$ cat config.mk
export PLATFORM = sky130hd
export DESIGN_NAME = sat_comb_diff_flat
export DESIGN_NICKNAME = d
export VERILOG_FILES = /design/src/rtl/sat_comb_diff_pkg.sv /design/src/rtl/sat_comb_diff_if.sv /design/src/rtl/sat_comb_diff_sat_sub.sv /design/src/rtl/sat_comb_diff.sv /design/src/flat_wrapper.sv
export SDC_FILE = /design/constraint.sdc
export NUM_CORES = 1
export LEC_CHECK = 0
export CAP_MARGIN = 5
export CELL_PAD_IN_SITES_DETAIL_PLACEMENT = 2
export CELL_PAD_IN_SITES_GLOBAL_PLACEMENT = 2
export CORE_MARGIN = 8
export CORE_UTILIZATION = 37
export CTS_BUF_LIST = sky130_fd_sc_hd__clkbuf_4 sky130_fd_sc_hd__clkbuf_8 sky130_fd_sc_hd__clkbuf_16
export DETAILED_ROUTE_END_ITERATION = 6
export GPL_TIMING_DRIVEN = 0
export HOLD_SLACK_MARGIN = 0.1
export MAX_ROUTING_LAYER = met4
export PLACE_DENSITY = 0.82
export SLEW_MARGIN = 10
export SYNTH_ARGS = -nofsm -noshare
export SYNTH_HDL_FRONTEND = slang
export SYNTH_SLANG_ARGS = --single-unit
$ cat constraint.sdc
create_clock -name clk -period 5.7 [get_ports clk]
set_input_delay 1.14 -clock clk [delete_from_list [all_inputs] [get_ports clk]]
set_output_delay 1.14 -clock clk [all_outputs]
set_load 0.01 [all_outputs]
$ cat src/rtl/sat_comb_diff_pkg.sv
// Shared fixed-point definitions for the saturating adder/comb datapath:
// default sample width, clamp constants and comb FSM encoding.
package sat_comb_diff_pkg;

    localparam int SIZE_DEFAULT = 22;

    // Comb fill-state FSM encoding
    localparam logic [0:0] ST_FILL = 1'b0;
    localparam logic [0:0] ST_RUN  = 1'b1;

    // Most positive w-bit two's-complement value, returned zero-extended
    function automatic logic [63:0] SAT_POS(input int w);
        return (64'd1 << (w - 1)) - 64'd1;
    endfunction

    // Most negative w-bit two's-complement value (low w bits are significant)
    function automatic logic [63:0] SAT_NEG(input int w);
        return 64'd1 << (w - 1);
    endfunction

endpackage

$ cat src/rtl/sat_comb_diff_if.sv
// Sample stream bundle for the comb stage: input sample strobe plus the
// registered, saturated result strobe.
interface sat_comb_diff_if #(parameter int size = 22);

    logic            in_valid;
    logic [size-1:0] X;
    logic            out_valid;
    logic [size-1:0] Y;
    logic            sat;

    modport master (
        output in_valid,
        output X,
        input  out_valid,
        input  Y,
        input  sat
    );

    modport slave (
        input  in_valid,
        input  X,
        output out_valid,
        output Y,
        output sat
    );

endinterface

$ cat src/rtl/sat_comb_diff_sat_sub.sv
// Combinational saturating subtract D = A - B, clamped with the same
// constants as the saturating adder.
module sat_sub
    import sat_comb_diff_pkg::*;
#(
    parameter int size = SIZE_DEFAULT
) (
    input  logic [size-1:0] A,
    input  logic [size-1:0] B,
    output logic [size-1:0] D,
    output logic            sat
);

    localparam logic [size-1:0] POS_C = size'(SAT_POS(size));
    localparam logic [size-1:0] NEG_C = size'(SAT_NEG(size));

    logic [size-1:0] raw_s;
    logic            ovf_s;

    // Wrapping difference; overflow only when operand signs differ and the
    // result sign disagrees with the minuend.
    always_comb begin
        raw_s = A - B;
        ovf_s = (A[size-1] != B[size-1]) && (raw_s[size-1] != A[size-1]);
        if (ovf_s) begin
            sat = 1'b1;
            if (A[size-1]) begin
                D = NEG_C;
            end else begin
                D = POS_C;
            end
        end else begin
            sat = 1'b0;
            D   = raw_s;
        end
    end

endmodule

$ cat src/rtl/sat_comb_diff.sv
// Saturating comb stage y[n] = x[n] - x[n-DEPTH] with a fill-state FSM,
// one-cycle registered output and a sticky saturation event counter.
module sat_comb_diff
    import sat_comb_diff_pkg::*;
#(
    parameter int size  = SIZE_DEFAULT,
    parameter int DEPTH = 4,
    parameter int CNT_W = 16
) (
    input  logic             clk,
    input  logic             rst,
    input  logic             clear,
    sat_comb_diff_if.slave   bus,
    output logic             primed,
    output logic [CNT_W-1:0] sat_count
);

    localparam int FILL_W = (DEPTH > 1) ? $clog2(DEPTH) : 1;
    localparam logic [FILL_W-1:0] FILL_LAST = FILL_W'(DEPTH - 1);

    logic [size-1:0]   line_r [DEPTH];
    logic [FILL_W-1:0] fill_cnt_r;
    logic [0:0]        state_r;
    logic [size-1:0]   y_r;
    logic              sat_r;
    logic              out_valid_r;
    logic [CNT_W-1:0]  sat_count_r;

    logic              accept_s;
    logic [size-1:0]   diff_s;
    logic              clamp_s;
    logic [0:0]        state_nx_s;
    logic [FILL_W-1:0] fill_nx_s;

    assign accept_s = bus.in_valid & ~clear;

    sat_sub #(.size(size)) u_sub (
        .A   (bus.X),
        .B   (line_r[DEPTH-1]),
        .D   (diff_s),
        .sat (clamp_s)
    );

    // Fill-state sequencing; clear and rst override this in the register block
    always_comb begin
        state_nx_s = state_r;
        fill_nx_s  = fill_cnt_r;
        case (state_r)
            ST_FILL: begin
                if (accept_s) begin
                    if (fill_cnt_r == FILL_LAST) begin
                        state_nx_s = ST_RUN;
                        fill_nx_s  = {FILL_W{1'b0}};
                    end else begin
                        fill_nx_s  = fill_cnt_r + FILL_W'(1);
                    end
                end else begin
                    fill_nx_s  = fill_cnt_r;
                end
            end
            ST_RUN: begin
                state_nx_s = ST_RUN;
            end
            default: begin
                state_nx_s = ST_FILL;
                fill_nx_s  = {FILL_W{1'b0}};
            end
        endcase
    end

    // FSM, delay line and result registers; rst beats clear beats a sample
    always_ff @(posedge clk) begin
        if (rst) begin
            state_r     <= ST_FILL;
            fill_cnt_r  <= {FILL_W{1'b0}};
            for (int i = 0; i < DEPTH; i++) begin
                line_r[i] <= {size{1'b0}};
            end
            y_r         <= {size{1'b0}};
            sat_r       <= 1'b0;
            out_valid_r <= 1'b0;
        end else if (clear) begin
            state_r     <= ST_FILL;
            fill_cnt_r  <= {FILL_W{1'b0}};
            for (int i = 0; i < DEPTH; i++) begin
                line_r[i] <= {size{1'b0}};
            end
            out_valid_r <= 1'b0;
        end else begin
            state_r     <= state_nx_s;
            fill_cnt_r  <= fill_nx_s;
            out_valid_r <= accept_s;
            if (accept_s) begin
                for (int i = 1; i < DEPTH; i++) begin
                    line_r[i] <= line_r[i-1];
                end
                line_r[0] <= bus.X;
                y_r       <= diff_s;
                sat_r     <= clamp_s;
            end
        end
    end

    // Clamp event counter survives clear and sticks at all-ones
    always_ff @(posedge clk) begin
        if (rst) begin
            sat_count_r <= {CNT_W{1'b0}};
        end else if (accept_s && clamp_s && (sat_count_r != {CNT_W{1'b1}})) begin
            sat_count_r <= sat_count_r + CNT_W'(1);
        end
    end

    assign bus.out_valid = out_valid_r;
    assign bus.Y         = y_r;
    assign bus.sat       = sat_r;
    assign primed        = (state_r == ST_RUN);
    assign sat_count     = sat_count_r;

endmodule

$ cat src/flat_wrapper.sv
// flat-port wrapper written by rule: the top's interface ports become plain ports
module sat_comb_diff_flat import sat_comb_diff_pkg::*;
#(
    parameter int size  = SIZE_DEFAULT,
    parameter int DEPTH = 4,
    parameter int CNT_W = 16
)
  (clk, rst, clear, primed, sat_count, bus_in_valid, bus_X, bus_out_valid, bus_Y, bus_sat);
  sat_comb_diff_if #(.size(size)) bus_i ();
  input  logic clk;
  input  logic rst;
  input  logic clear;
  output logic primed;
  output logic [CNT_W-1:0] sat_count;
  input wire logic [$bits(bus_i.in_valid)-1:0] bus_in_valid;
  input wire logic [$bits(bus_i.X)-1:0] bus_X;
  output wire logic [$bits(bus_i.out_valid)-1:0] bus_out_valid;
  output wire logic [$bits(bus_i.Y)-1:0] bus_Y;
  output wire logic [$bits(bus_i.sat)-1:0] bus_sat;
  assign bus_i.in_valid = bus_in_valid;
  assign bus_i.X = bus_X;
  assign bus_out_valid = bus_i.out_valid;
  assign bus_Y = bus_i.Y;
  assign bus_sat = bus_i.sat;
  sat_comb_diff #(.size(size), .DEPTH(DEPTH), .CNT_W(CNT_W)) u_core (.clk(clk), .rst(rst), .clear(clear), .bus(bus_i), .primed(primed), .sat_count(sat_count));
endmodule
After elaboration in Yosys (flattened, before gate mapping)
Memory sizes are Yosys's and may differ from the RTL's. Cells that the tools add are included.

Register bits after elaboration: 43. Bits in latches: 0. Memory bits (writable): 88. ROM bits: 0. Word-level logic and storage cells: 55. Memories kept: 1.

Memory list: u_core.line_r (words 4, width 22, read ports 4, clocked after memory_dff 0, wr ports 4, RTL line sat_comb_diff.sv:21) `logic [size-1:0] line_r [DEPTH];`.

Add/sub/neg operators: 3. Multiply operators: 0. Divide/modulo/power cells: 0. $lt $le $gt $ge: 0. Equality and inequality tests: 4. Shift-type cells: 0. Mux-type cells: 24. Bitwise gates (word level): 11. Reductions and logical operators: 6.

Operators with widths (number): 2-to-1 mux 22 bit (10); subtractor 22 bit (1); adder 16 x 1 -> 16 bit (second input constant) (1); != test 16 bit (second input constant) (1); 2-to-1 mux 1 bit (12); bitwise OR 1 bit (8); AND reduction 2 bit (2); logical AND 1 bit (3); adder 2 x 1 -> 2 bit (second input constant) (1); equality test 2 bit (second input constant) (1); 2-to-1 mux 2 bit (1); != test 1 bit (2); NOT 1 bit (2); case mux 1 bit (2 select lines) (1); OR reduction 2 bit (1); bitwise AND 1 bit (1).

Logic depth before layout (Yosys ltp)
Gate-level depths: netlist of run 1.

Depth in word-level cells: 7. Depth in mapped cells: 18. Mapped depth without buffers: 17.

By module
Synthesis of run 1 repeated with hierarchy kept, for this count alone.

Cells, all modules: 647. Area total of the unflattened synthesis: 6438.7 µm².

By module, submodules not included: sat_comb_diff (times used 1, cells each 436, area an instance 4994.8 µm², sequential area each 3283.1 µm²); sat_sub (times used 1, cells each 211, area an instance 1443.9 µm², sequential area each 0.0 µm²).

Worst setup path before layout of run 1
OpenSTA, ideal clock, no wires.

Path type: input -> register. Start point: input port bus_X[12]. End point: register u_core.sat_count_r[15], in the netlist u_core.sat_count[15]. Setup time: 0.128 ns. Data arrival time: 4.447 ns. Path slack: 1.125 ns. Stages: 17. Cells stage by stage: ha_1 clkbuf_1 a21o_1 a31oi_1 o21ai_0 a21oi_1 o31ai_2 a221o_1 a21oi_1 fa_1 or3b_4 nand2_4 nand2_4 a2111oi_4 nand3_1 xor2_1 nor2_1.

Longest elaborated chain between the ends: 6.

RTL lines: start: declaration (RTL line flat_wrapper.sv:16) `input wire logic [$bits(bus_i.X)-1:0] bus_X;`; subtractor 22 bit (RTL line sat_comb_diff_sat_sub.sv:23) `raw_s = A - B;`; != test 1 bit (RTL line sat_comb_diff_sat_sub.sv:24) `ovf_s = (A[size-1] != B[size-1]) && (raw_s[size-1] != A[size-1]);`; logical AND 1 bit (RTL line sat_comb_diff_sat_sub.sv:24); 2-to-1 mux 1 bit (RTL line sat_comb_diff_sat_sub.sv:25) `if (ovf_s) begin`; logical AND 1 bit (2 in series) (RTL line sat_comb_diff.sv:108) `end else if (accept_s && clamp_s && (sat_count_r != {CNT_W{1'b1}})) begin`; end signal: assignment (RTL line sat_comb_diff.sv:107) `sat_count_r <= {CNT_W{1'b0}};`; end signal: assignment (RTL line sat_comb_diff.sv:109) `sat_count_r <= sat_count_r + CNT_W'(1);`; end: declaration (RTL line sat_comb_diff.sv:27) `logic [CNT_W-1:0] sat_count_r;`.

No other way between the ends. A chain may end at the register's enable or synchronous reset.

Worst setup path in the final report of run 1
Start point: input port bus_X[6]. End point: register u_core.y_r[12], in the netlist u_core.bus.Y[12].

Longest elaborated chain between the ends: 4.

RTL lines: subtractor 22 bit * (RTL line sat_comb_diff_sat_sub.sv:23); != test 1 bit (RTL line sat_comb_diff_sat_sub.sv:24); logical AND 1 bit (RTL line sat_comb_diff_sat_sub.sv:24); 2-to-1 mux 22 bit * (RTL line sat_comb_diff_sat_sub.sv:25); end signal: assignment (RTL line sat_comb_diff.sv:79) `y_r <= {size{1'b0}};`; end signal: assignment (RTL line sat_comb_diff.sv:98) `y_r <= diff_s;`; end: declaration (RTL line sat_comb_diff.sv:24) `logic [size-1:0] y_r;`.

Every way passes the cells marked *; elsewhere a longest branch is shown, timed or not.

==> metrics, run 1 <==
post-synth top area cell=edfxtp_1; number of fill cells in the layout=1676; Clock Latency Late Sink=440 ps; max-slew violations=0; Commonest cells post-synth=and2_1 (71), edfxtp_1 (66), dfxtp_1 (65); row count=47; Die W=145 um; register area share after synthesis=a little over half; largest stage delay on the critical path=510 ps; Seq cells post-synth=131; IO Port Bufs=65; WP data arrival=5770 ps; clk buf depth=2; gpl congestion=0.852; Worst Slack Setup Final=281 ps; nets=724; CTS Buf Count=17; P_leak=3.07 nW; n_diodes=0; most frequent CP cell=a21oi_1; power density cells=330 nW/um2; Area Growth Syn to Fin=26.1%; core area=16400 um2; Synth Flop Type=edfxtp_1; Detailed Route Iter0 Violations=~160; RSZ-0062 raised after global routing=no; period utilization=95.1%; Yosys warning total=0; postcts setup bufs=0; Slew HR=a little under half; Mapped Nets=639; share of cells above drive strength 1=7.29%; Hold Vio Cnt, Final=0; CP max FO=10; async set or reset register ratio after synthesis=0%; final WL=19400 um; # DRC=0; final setup vio count=0; Synth top area share=32.4%; vias in the first global route=between 5000 and 6000; Min-Delay Path Class=reg2reg; Cell variety after synth=52; Worst path top cell family by delay=compound AO/OA/AOI/OAI gates; HPWL after DPL=13500 um; Die Height=approximately 140 um; largest net degree at the start of global routing=35; DR WL/cell=21.4 um; Post-synth EDFFs=66; via/cell ratio=5.14; global-route wire length before repair=30600 um; most frequent cell after synthesis=and2_1; GRT Resource Usage Total=20.3%; Max Clock Freq=185 MHz; first-pass detailed-route iteration total=4; DRT antenna net count=0; Synth Cell Area=~6100 um2; Buf/Inv on CP=2; status=completed; # IOs=67; Starting Density=37.3%; syn avg cell area=10.4 um2; H-tree depth=4; die area=20900 um2; worst ir drop on vdd=0.000242 V; clock root cell=clkbuf_16; Post-Place Setup Slack=-215 ps; CP Capture Type=flop; Tmin final=5420 ps; kind of start point of the critical path=primary input; hold slack=475 ps; skew final=19.8 ps; critical path's slowest cell=fa_1; max_cap viols=0; CTS tree=yes; clock sink total=131; cell count after synthesis=588; Crit Path Class=in2reg; DR vias=between 4000 and 5000; global route overflow=0; Crit path required time=between 6000 and 7000 ps; clock slew at reported path FFs=60 ps; CP cell instances=clkdlybuf4s50_1, ha_1, a21oi_1, o211ai_1, and3_1, a31oi_1, o31ai_2, a221o_1, a21oi_1, fa_1, or3b_4, and2_2, buf_2, a21oi_2, o21ai_0, a21oi_1; Area contributors post-synth=edfxtp_1 (32%), dfxtp_1 (21%), and2_1 (7.3%), ha_1 (4.7%), mux2i_1 (4.2%); Worst Tran Pin Value=795 ps; initial antenna violation count=0
sequential cells by signal, indices dropped and copies added (netlist names):
signal / count
u_core.bus.out_valid: 1
u_core.bus.Y: 22
u_core.primed: 1
u_core.bus.sat: 1
u_core.line_r: 88
u_core.sat_count: 16
u_core.fill_cnt_r: 2
layer usage:
layer	global-route usage (%)	vias to the layer above	routed length [um]
li1	-	2202	-
met1	22.2	2363	8370
met2	35.2	71	9950
met3	4.82	24	706
met4	8.43	0	375
met5	-	-	0
cell families (layout without fill, tap and decap cells):
kind of cell | after synthesis | after routing | share of synthesized area (%)
compound gates | 100 | 100 | 10.4
mux | 26 | 26 | 4.25
xor+xnor | 27 | 27 | 3.86
flops | 131 | 131 | 53.6
buf+inv | 57 | 155 | 3.68
fa+ha+maj | 25 | 25 | 5.35
simple gates | 222 | 222 | 18.8
worst min-delay path, cell delays in order, from the launching register on:
cell     delay (ps)
dfxtp_1         310
nand2_1          50
a21oi_1          60
metrics by stage:
step / TNS, ps / instances / power, mW / instance area (um2) / utilization [%]
2_1_floorplan: 0 / 588 / 1.23 / 6120 / -
3_3_place_gp: -820 / 873 / 1.34 / 7050 / 43.0
5_1_grt: 0 / 906 / 2.63 / 7730 / 47.1
6_report: 0 / 906 / 2.55 / 7730 / 47.1
4_1_cts: 0 / 906 / 2.57 / 7720 / 47.0
3_5_place_dp: -2630 / 874 / 1.36 / 7080 / 43.1
repair_timing:
action | CTS | global route
endpoints found under the setup margin | 0 | 13
resized for setup | 0 | 2
hold endpoints to repair | 0 | 0
hold buffers | 0 | 0
layout make-up:
cell class	count	area [um2]	area share [%]
clock inverter	13	178	2.30
inverter	31	116	1.51
sequential	131	3280	42.5
tap	220	275	3.56
buffer	26	109	1.41
multi-input combinational	400	2630	34.0
clock buffer	19	464	6.01
timing repair buffer	66	671	8.68
placed cells by master (no fill, tap or decap), types with 23 or more instances in the layout:
| master | Yosys | final |
|---|---|---|
| edfxtp_1 | 66 | 66 |
| clkdlybuf4s50_1 | 0 | 65 |
| ha_1 | 23 | 23 |
| a21oi_1 | 36 | 35 |
| nand2_1 | 28 | 28 |
| mux2i_1 | 26 | 26 |
| and2_1 | 71 | 71 |
| dfxtp_1 | 65 | 65 |
| nor2_1 | 64 | 64 |
| inv_1 | 31 | 31 |
final timing paths:
| check | start | to | slack (ps) | depth (start not counted) |
|---|---|---|---|---|
| max reg2reg | u_core.line_r[3][6] | u_core.bus.Y[12] | 1060 | 16 |
| min | u_core.bus.sat | u_core.bus.sat | 470 | 2 |
| min reg2reg | u_core.bus.sat | u_core.bus.sat | 470 | 2 |
| max | bus_X[6] | u_core.bus.Y[12] | 280 | 16 |
power by group:
part	internal (mW)	leakage, nW	switching (mW)
logic	0.121	1.46	0.174
clock network	0.768	0.318	0.435
registers	1.03	1.29	0.0200
total	1.92	3.07	0.629
Note: power is estimated with default switching activity, not from simulation.
==> inputs of run 2 (changes only) <==
--- a/config.mk
+++ b/config.mk
@@ -5,6 +5,7 @@
 export SDC_FILE = /design/constraint.sdc
 export NUM_CORES = 1
 export LEC_CHECK = 0
+export ABC_CLOCK_PERIOD_IN_PS = 5700
 export CAP_MARGIN = 5
 export CELL_PAD_IN_SITES_DETAIL_PLACEMENT = 2
 export CELL_PAD_IN_SITES_GLOBAL_PLACEMENT = 2
==> results of run 2 <==
The final DEF is identical to that of run 1; final timing and power are the same.
==> variant 1 (settings of run 1) <==
`CNT_W` is set to 16 in 2 places; all go to 32.
--- a/src/rtl/sat_comb_diff.sv
+++ b/src/rtl/sat_comb_diff.sv
@@ -5,7 +5,7 @@
 #(
     parameter int size  = SIZE_DEFAULT,
     parameter int DEPTH = 4,
-    parameter int CNT_W = 16
+    parameter int CNT_W = 32
 ) (
     input  logic             clk,
     input  logic             rst,
--- a/src/flat_wrapper.sv
+++ b/src/flat_wrapper.sv
@@ -3,7 +3,7 @@
 #(
     parameter int size  = SIZE_DEFAULT,
     parameter int DEPTH = 4,
-    parameter int CNT_W = 16
+    parameter int CNT_W = 32
 )
   (clk, rst, clear, primed, sat_count, bus_in_valid, bus_X, bus_out_valid, bus_Y, bus_sat);
   sat_comb_diff_if #(.size(size)) bus_i ();
Ports: changed (resized sat_count); port bits go from 67 to 83. No check against the original RTL was run, so the function may have changed too.
==> variant 1 against run 1 <==
Total power down 1.0%; wire length increased by 19%; worst setup slack better by 0.010 ns; first-iteration DRC count increased by 68%; sequential cell count increased by 16; critical path depth stayed put; design area up 12%; via count increased by 22%; area after synthesis grew 14%.
==> variant 1: results (changes against run 1) <==
[place]
dp_hpwl_mm = 16.1  ; was 13.5 mm
gp_congestion = 0.856  ; was 0.852
io_buffer_count = 81  ; was 65
placed_area_mm2 = 0.00810  ; was 0.00708 mm^2
post-place-ws_ns = -0.452  ; was -0.215 ns

[worst_setup_path]
r2r_setup_slack_ns = 1.08  ; was 1.06 ns
reg2reg_from = u_core.line_r[3][8]$_SDFFCE_PN0P_  ; was u_core.line_r[3][6]$_SDFFCE_PN0P_
r2r_end = u_core.sat_count[21]$_SDFFE_PP0P_  ; was u_core.bus.Y[12]$_SDFFE_PP0P_
critPathMaxFanout = 8  ; was 10
path_delay_family = simple AND/OR/NAND/NOR gates  ; was compound AO/OA/AOI/OAI gates
arrival_ns = 5.71  ; was 5.77 ns

[finish]
fill_cells = 1928  ; was 1676
top_register = u_core.line_r  ; unchanged
fin_nets = 850  ; was 724

[logic_synthesis]
ys_seq_area_frac = 0.517  ; was 0.536
ys_types = 59  ; was 52
yosys-top-cells-area = edfxtp_1 28%, dfxtp_1 23%, and2_1 6.3%  ; was edfxtp_1 32%, dfxtp_1 21%, and2_1 7.3%
synth_edf_count = 66  ; unchanged
ys_top_cells_by_count = 89 x nor2_1, 81 x dfxtp_1, 70 x and2_1  ; was 71 x and2_1, 66 x edfxtp_1, 65 x dfxtp_1
synth_nets = 749  ; was 639
synth_ff_type = dfxtp_1  ; was edfxtp_1

[global_routing]
gr-usage-met1 = 0.227  ; was 0.222
grt_pass1_wl_mm = 36.7  ; was 30.6 mm
grt_use_total = 0.206  ; was 0.203
grt_max_degree = 40  ; was 35
gr-usage-met2 = 0.364  ; was 0.352
grt_use_met3 = 0.0431  ; was 0.0482
grt_pass1_vias = 6547  ; was 5416

[sta]
tightestPinTransition_ns = 0.983  ; was 0.795 ns
skew_ns = 0.0100  ; was 0.0198 ns

[route]
m1WireLength_mm = 9.85  ; was 8.37 mm
detail_route.iter0.violations = 261  ; was 155
route.met2.wl_mm = 12.1  ; was 9.95 mm
drt-wirelength-per-cell_um = 22.1  ; was 21.4 um
dr_total_vias = 5664  ; was 4660
wl_met3_um = 760  ; was 706 um

[min_path]
worstHoldStart = u_core.line_r[1][8]$_SDFFCE_PN0P_  ; was u_core.bus.sat$_SDFFE_PP0P_
worstHoldEndpoint = u_core.line_r[2][8]$_SDFFE_PP0P_  ; was u_core.bus.sat$_SDFFE_PP0P_
holdPathStages = 2  ; unchanged

[pwr]
p_leak_uw = 0.00324  ; was 0.00307 uW
max-vdd-ir-drop_v = 0.000215  ; was 0.000242 V
power_switching_uw = 696  ; was 629 uW
powerSeq_uw = 1160  ; was 1050 uW

[run_status]
status = finished, final reports clean  ; unchanged

[clocking]
clkTransAtPathRegs_ns = 0.07
htree_levels = 4  ; unchanged

## variant 1: area by class of cell
class / count / area, um^2 / area share
inverter: 30 / 113 / 0.0130
clock inverter: 15 / 124 / 0.0143
clock buffer: 17 / 425 / 0.0490
antenna: 1 / 2.50 / 0.000288
timing repair buffer: 82 / 831 / 0.0956
multi-input combinational: 495 / 3190 / 0.367
sequential: 147 / 3600 / 0.415
tap: 234 / 293 / 0.0337
buffer: 26 / 108 / 0.0124
## variant 1: worst max path at each step
stage	start	slack, ns	depth (start not counted)	endpoint
2_1_floorplan	bus_X[9]	0.69	15	u_core.sat_count[21]$_SDFFE_PP0P_
3_3_place_gp	bus_X[8]	-0.24	16	u_core.sat_count[21]$_SDFFE_PP0P_
3_5_place_dp	bus_X[9]	-0.45	15	u_core.sat_count[30]$_SDFFE_PP0P_
4_1_cts	bus_X[9]	0.009	15	u_core.sat_count[30]$_SDFFE_PP0P_
5_1_grt	bus_X[8]	0.06	16	u_core.sat_count[21]$_SDFFE_PP0P_
6_report	bus_X[8]	0.29	16	u_core.sat_count[21]$_SDFFE_PP0P_
## variant 1: kinds of logic after synthesis
logic type	count (synthesis)	synth area share
fa+ha+maj	25	0.0470
simple gates	296	0.222
buf+inv	56	0.0316
compound gates	116	0.105
mux	25	0.0359
flops	147	0.517
xor+xnor	33	0.0415
## variant 1: timing repair
action | in CTS | in global routing
resized for setup | 0 | 7
buffers inserted | 0 | 0
endpoints found under the setup margin | 0 | 17
## variant 1: per-stage QoR
step           instances  hold slack, ns  setup TNS [ns]   util
6_report            1047           0.491               0  0.468
4_1_cts             1046           0.500               0  0.466
2_1_floorplan        698           0.452               0      -
3_3_place_gp        1013           0.462           -3.39  0.435
3_5_place_dp        1014           0.482           -6.29  0.436
5_1_grt             1046           0.526               0  0.467
==> variant 2 (settings of run 1) <==
Without the edit above. Add an input register stage for `clear`; this delays it by one clock. The other inputs are not delayed to match.
--- a/src/rtl/sat_comb_diff.sv
+++ b/src/rtl/sat_comb_diff.sv
@@ -18,6 +18,12 @@
     localparam int FILL_W = (DEPTH > 1) ? $clog2(DEPTH) : 1;
     localparam logic [FILL_W-1:0] FILL_LAST = FILL_W'(DEPTH - 1);
 
+    logic clear_q;
+
+    always_ff @(posedge clk) begin
+        clear_q <= clear;
+    end
+
     logic [size-1:0]   line_r [DEPTH];
     logic [FILL_W-1:0] fill_cnt_r;
     logic [0:0]        state_r;
@@ -32,7 +38,7 @@
     logic [0:0]        state_nx_s;
     logic [FILL_W-1:0] fill_nx_s;
 
-    assign accept_s = bus.in_valid & ~clear;
+    assign accept_s = bus.in_valid & ~clear_q;
 
     sat_sub #(.size(size)) u_sub (
         .A   (bus.X),
@@ -79,7 +85,7 @@
             y_r         <= {size{1'b0}};
             sat_r       <= 1'b0;
             out_valid_r <= 1'b0;
-        end else if (clear) begin
+        end else if (clear_q) begin
             state_r     <= ST_FILL;
             fill_cnt_r  <= {FILL_W{1'b0}};
             for (int i = 0; i < DEPTH; i++) begin
Behaviour: not the same (Yosys sat finds a counterexample within 4 cycles, from zero or initial values and one cycle with rst high).
==> variant 2 against run 1 <==
Total power fell by 3.5%; critical path depth rose by 4; via count fell by 2.2%; worst setup slack got worse by 0.042 ns; hold slack improved by 0.012 ns; global-route usage fell by 0.82 points; wire length fell by 2.9%; area after synthesis fell by 0.53%; design area fell by 0.55%; sequential cell count rose by 1.
==> variant 2: results (changes against run 1) <==
[run_status]
status = finished, final reports clean  ; unchanged

[route]
route.met2.wl_mm = 9.66  ; was 9.95 mm
m1WireLength_mm = 8.03  ; was 8.37 mm
detail_route.iter0.violations = 235  ; was 155
wl_mm = 18.8  ; was 19.4 mm
viasPerCell = 5.14  ; about the same
wl_met3_um = 852  ; was 706 um

[worst_setup_path]
endpoint = u_core.sat_count[15]$_SDFFE_PP0P_  ; was u_core.bus.Y[12]$_SDFFE_PP0P_
critPathMaxFanout = 8  ; was 10
r2r_setup_slack_ns = 0.98  ; was 1.06 ns
startpoint = bus_X[4]  ; was bus_X[6]
arrival_ns = 5.75  ; was 5.77 ns
reg2reg_depth = 20  ; was 16

[logic_synthesis]
synth.area.mux_share = 0.0427  ; was 0.0425
synth-compound-area-share = 0.105  ; was 0.104
yosys-top-cells-area = edfxtp_1 33%, dfxtp_1 22%, and2_1 6.9%  ; was edfxtp_1 32%, dfxtp_1 21%, and2_1 7.3%
ys_top_cells_by_count = 67 x and2_1, 67 x nor2_1, 66 x dfxtp_1, 66 x edfxtp_1, 34 x a21oi_1  ; was 71 x and2_1, 66 x edfxtp_1, 65 x dfxtp_1
synth_nets = 617  ; was 639
ys_seq_area_frac = 0.542  ; was 0.536
ys_types = 53  ; was 52
syn_inst = 566  ; was 588

[finish]
seqCellArea_mm2 = 0.00330  ; was 0.00328 mm^2
clock_area_frac = 0.0754  ; was 0.0831
seq_cell_count = 132  ; was 131
comb.multi_input.count = 385  ; was 400
nonClkBufAreaFrac = 0.104  ; was 0.101
utilization = 0.470  ; was 0.471
multi_input_area_share = 0.343  ; was 0.340
fill_cells = 1698  ; was 1676
inv_count = 25  ; was 31
drive_gt1_frac = 0.0900  ; was 0.0729
nClkBuffers = 25  ; was 19
fin_nets = 705  ; was 724

[place]
placed_area_mm2 = 0.00705  ; was 0.00708 mm^2
gp_congestion = 0.736  ; was 0.852
dp_hpwl_mm = 12.9  ; was 13.5 mm
post-place-ws_ns = -0.417  ; was -0.215 ns
placedCellCount = 852  ; was 874

[global_routing]
grt_pass1_vias = 5279  ; was 5416
gr-usage-met1 = 0.217  ; was 0.222
grt_max_degree = 47  ; was 35
grt_use_total = 0.195  ; was 0.203
grt_use_met3 = 0.0485  ; was 0.0482
grt_pass1_wl_mm = 29.6  ; was 30.6 mm

[floorplanning]
core_area_mm2 = 0.0163  ; was 0.0164 mm^2

[pwr]
p_int_uw = 1850  ; was 1920 uW
max-vdd-ir-drop_v = 0.000191  ; was 0.000242 V
power_switching_uw = 607  ; was 629 uW
powerClk_uw = 1100  ; was 1200 uW

[clocking]
clock_latency_ns = 0.42  ; was 0.44 ns

[sta]
finalCriticalPeriod_ns = 5.46  ; was 5.42 ns
hold_slack_ns = 0.487  ; was 0.475 ns
slew_headroom = 0.427  ; was 0.470
skew_ns = 0.00750  ; was 0.0198 ns

[min_path]
worstHoldStart = u_core.bus.Y[21]$_SDFFE_PP0P_  ; was u_core.bus.sat$_SDFFE_PP0P_

variant 2: cell count changes in the layout (fill, tap and decap cells not counted), moves of 4 or more:
cell	run 1	this run
and3_1	8	4
clkbuf_4	0	6
o21bai_1	6	1
or3_1	1	8
inv_1	31	25
and2_1	71	67
a21boi_0	4	0
variant 2: how the worst min path moves through the flow:
stage | cells past startpoint | to
2_1_floorplan | 2 | u_core.line_r[2][0]$_SDFFE_PP0P_
3_3_place_gp | 2 | u_core.bus.Y[21]$_SDFFE_PP0P_
3_5_place_dp | 2 | u_core.bus.Y[21]$_SDFFE_PP0P_
4_1_cts | 2 | u_core.bus.Y[21]$_SDFFE_PP0P_
5_1_grt | 2 | u_core.bus.Y[4]$_SDFFE_PP0P_
6_report | 2 | u_core.bus.Y[21]$_SDFFE_PP0P_
variant 2: timing repair:
action	4_1_cts	5_1_grt
resized for setup	2	5
endpoints found under the setup margin	3	9
pin swaps	0	2
endpoints found under the hold margin	0	0
setup buffers	0	3
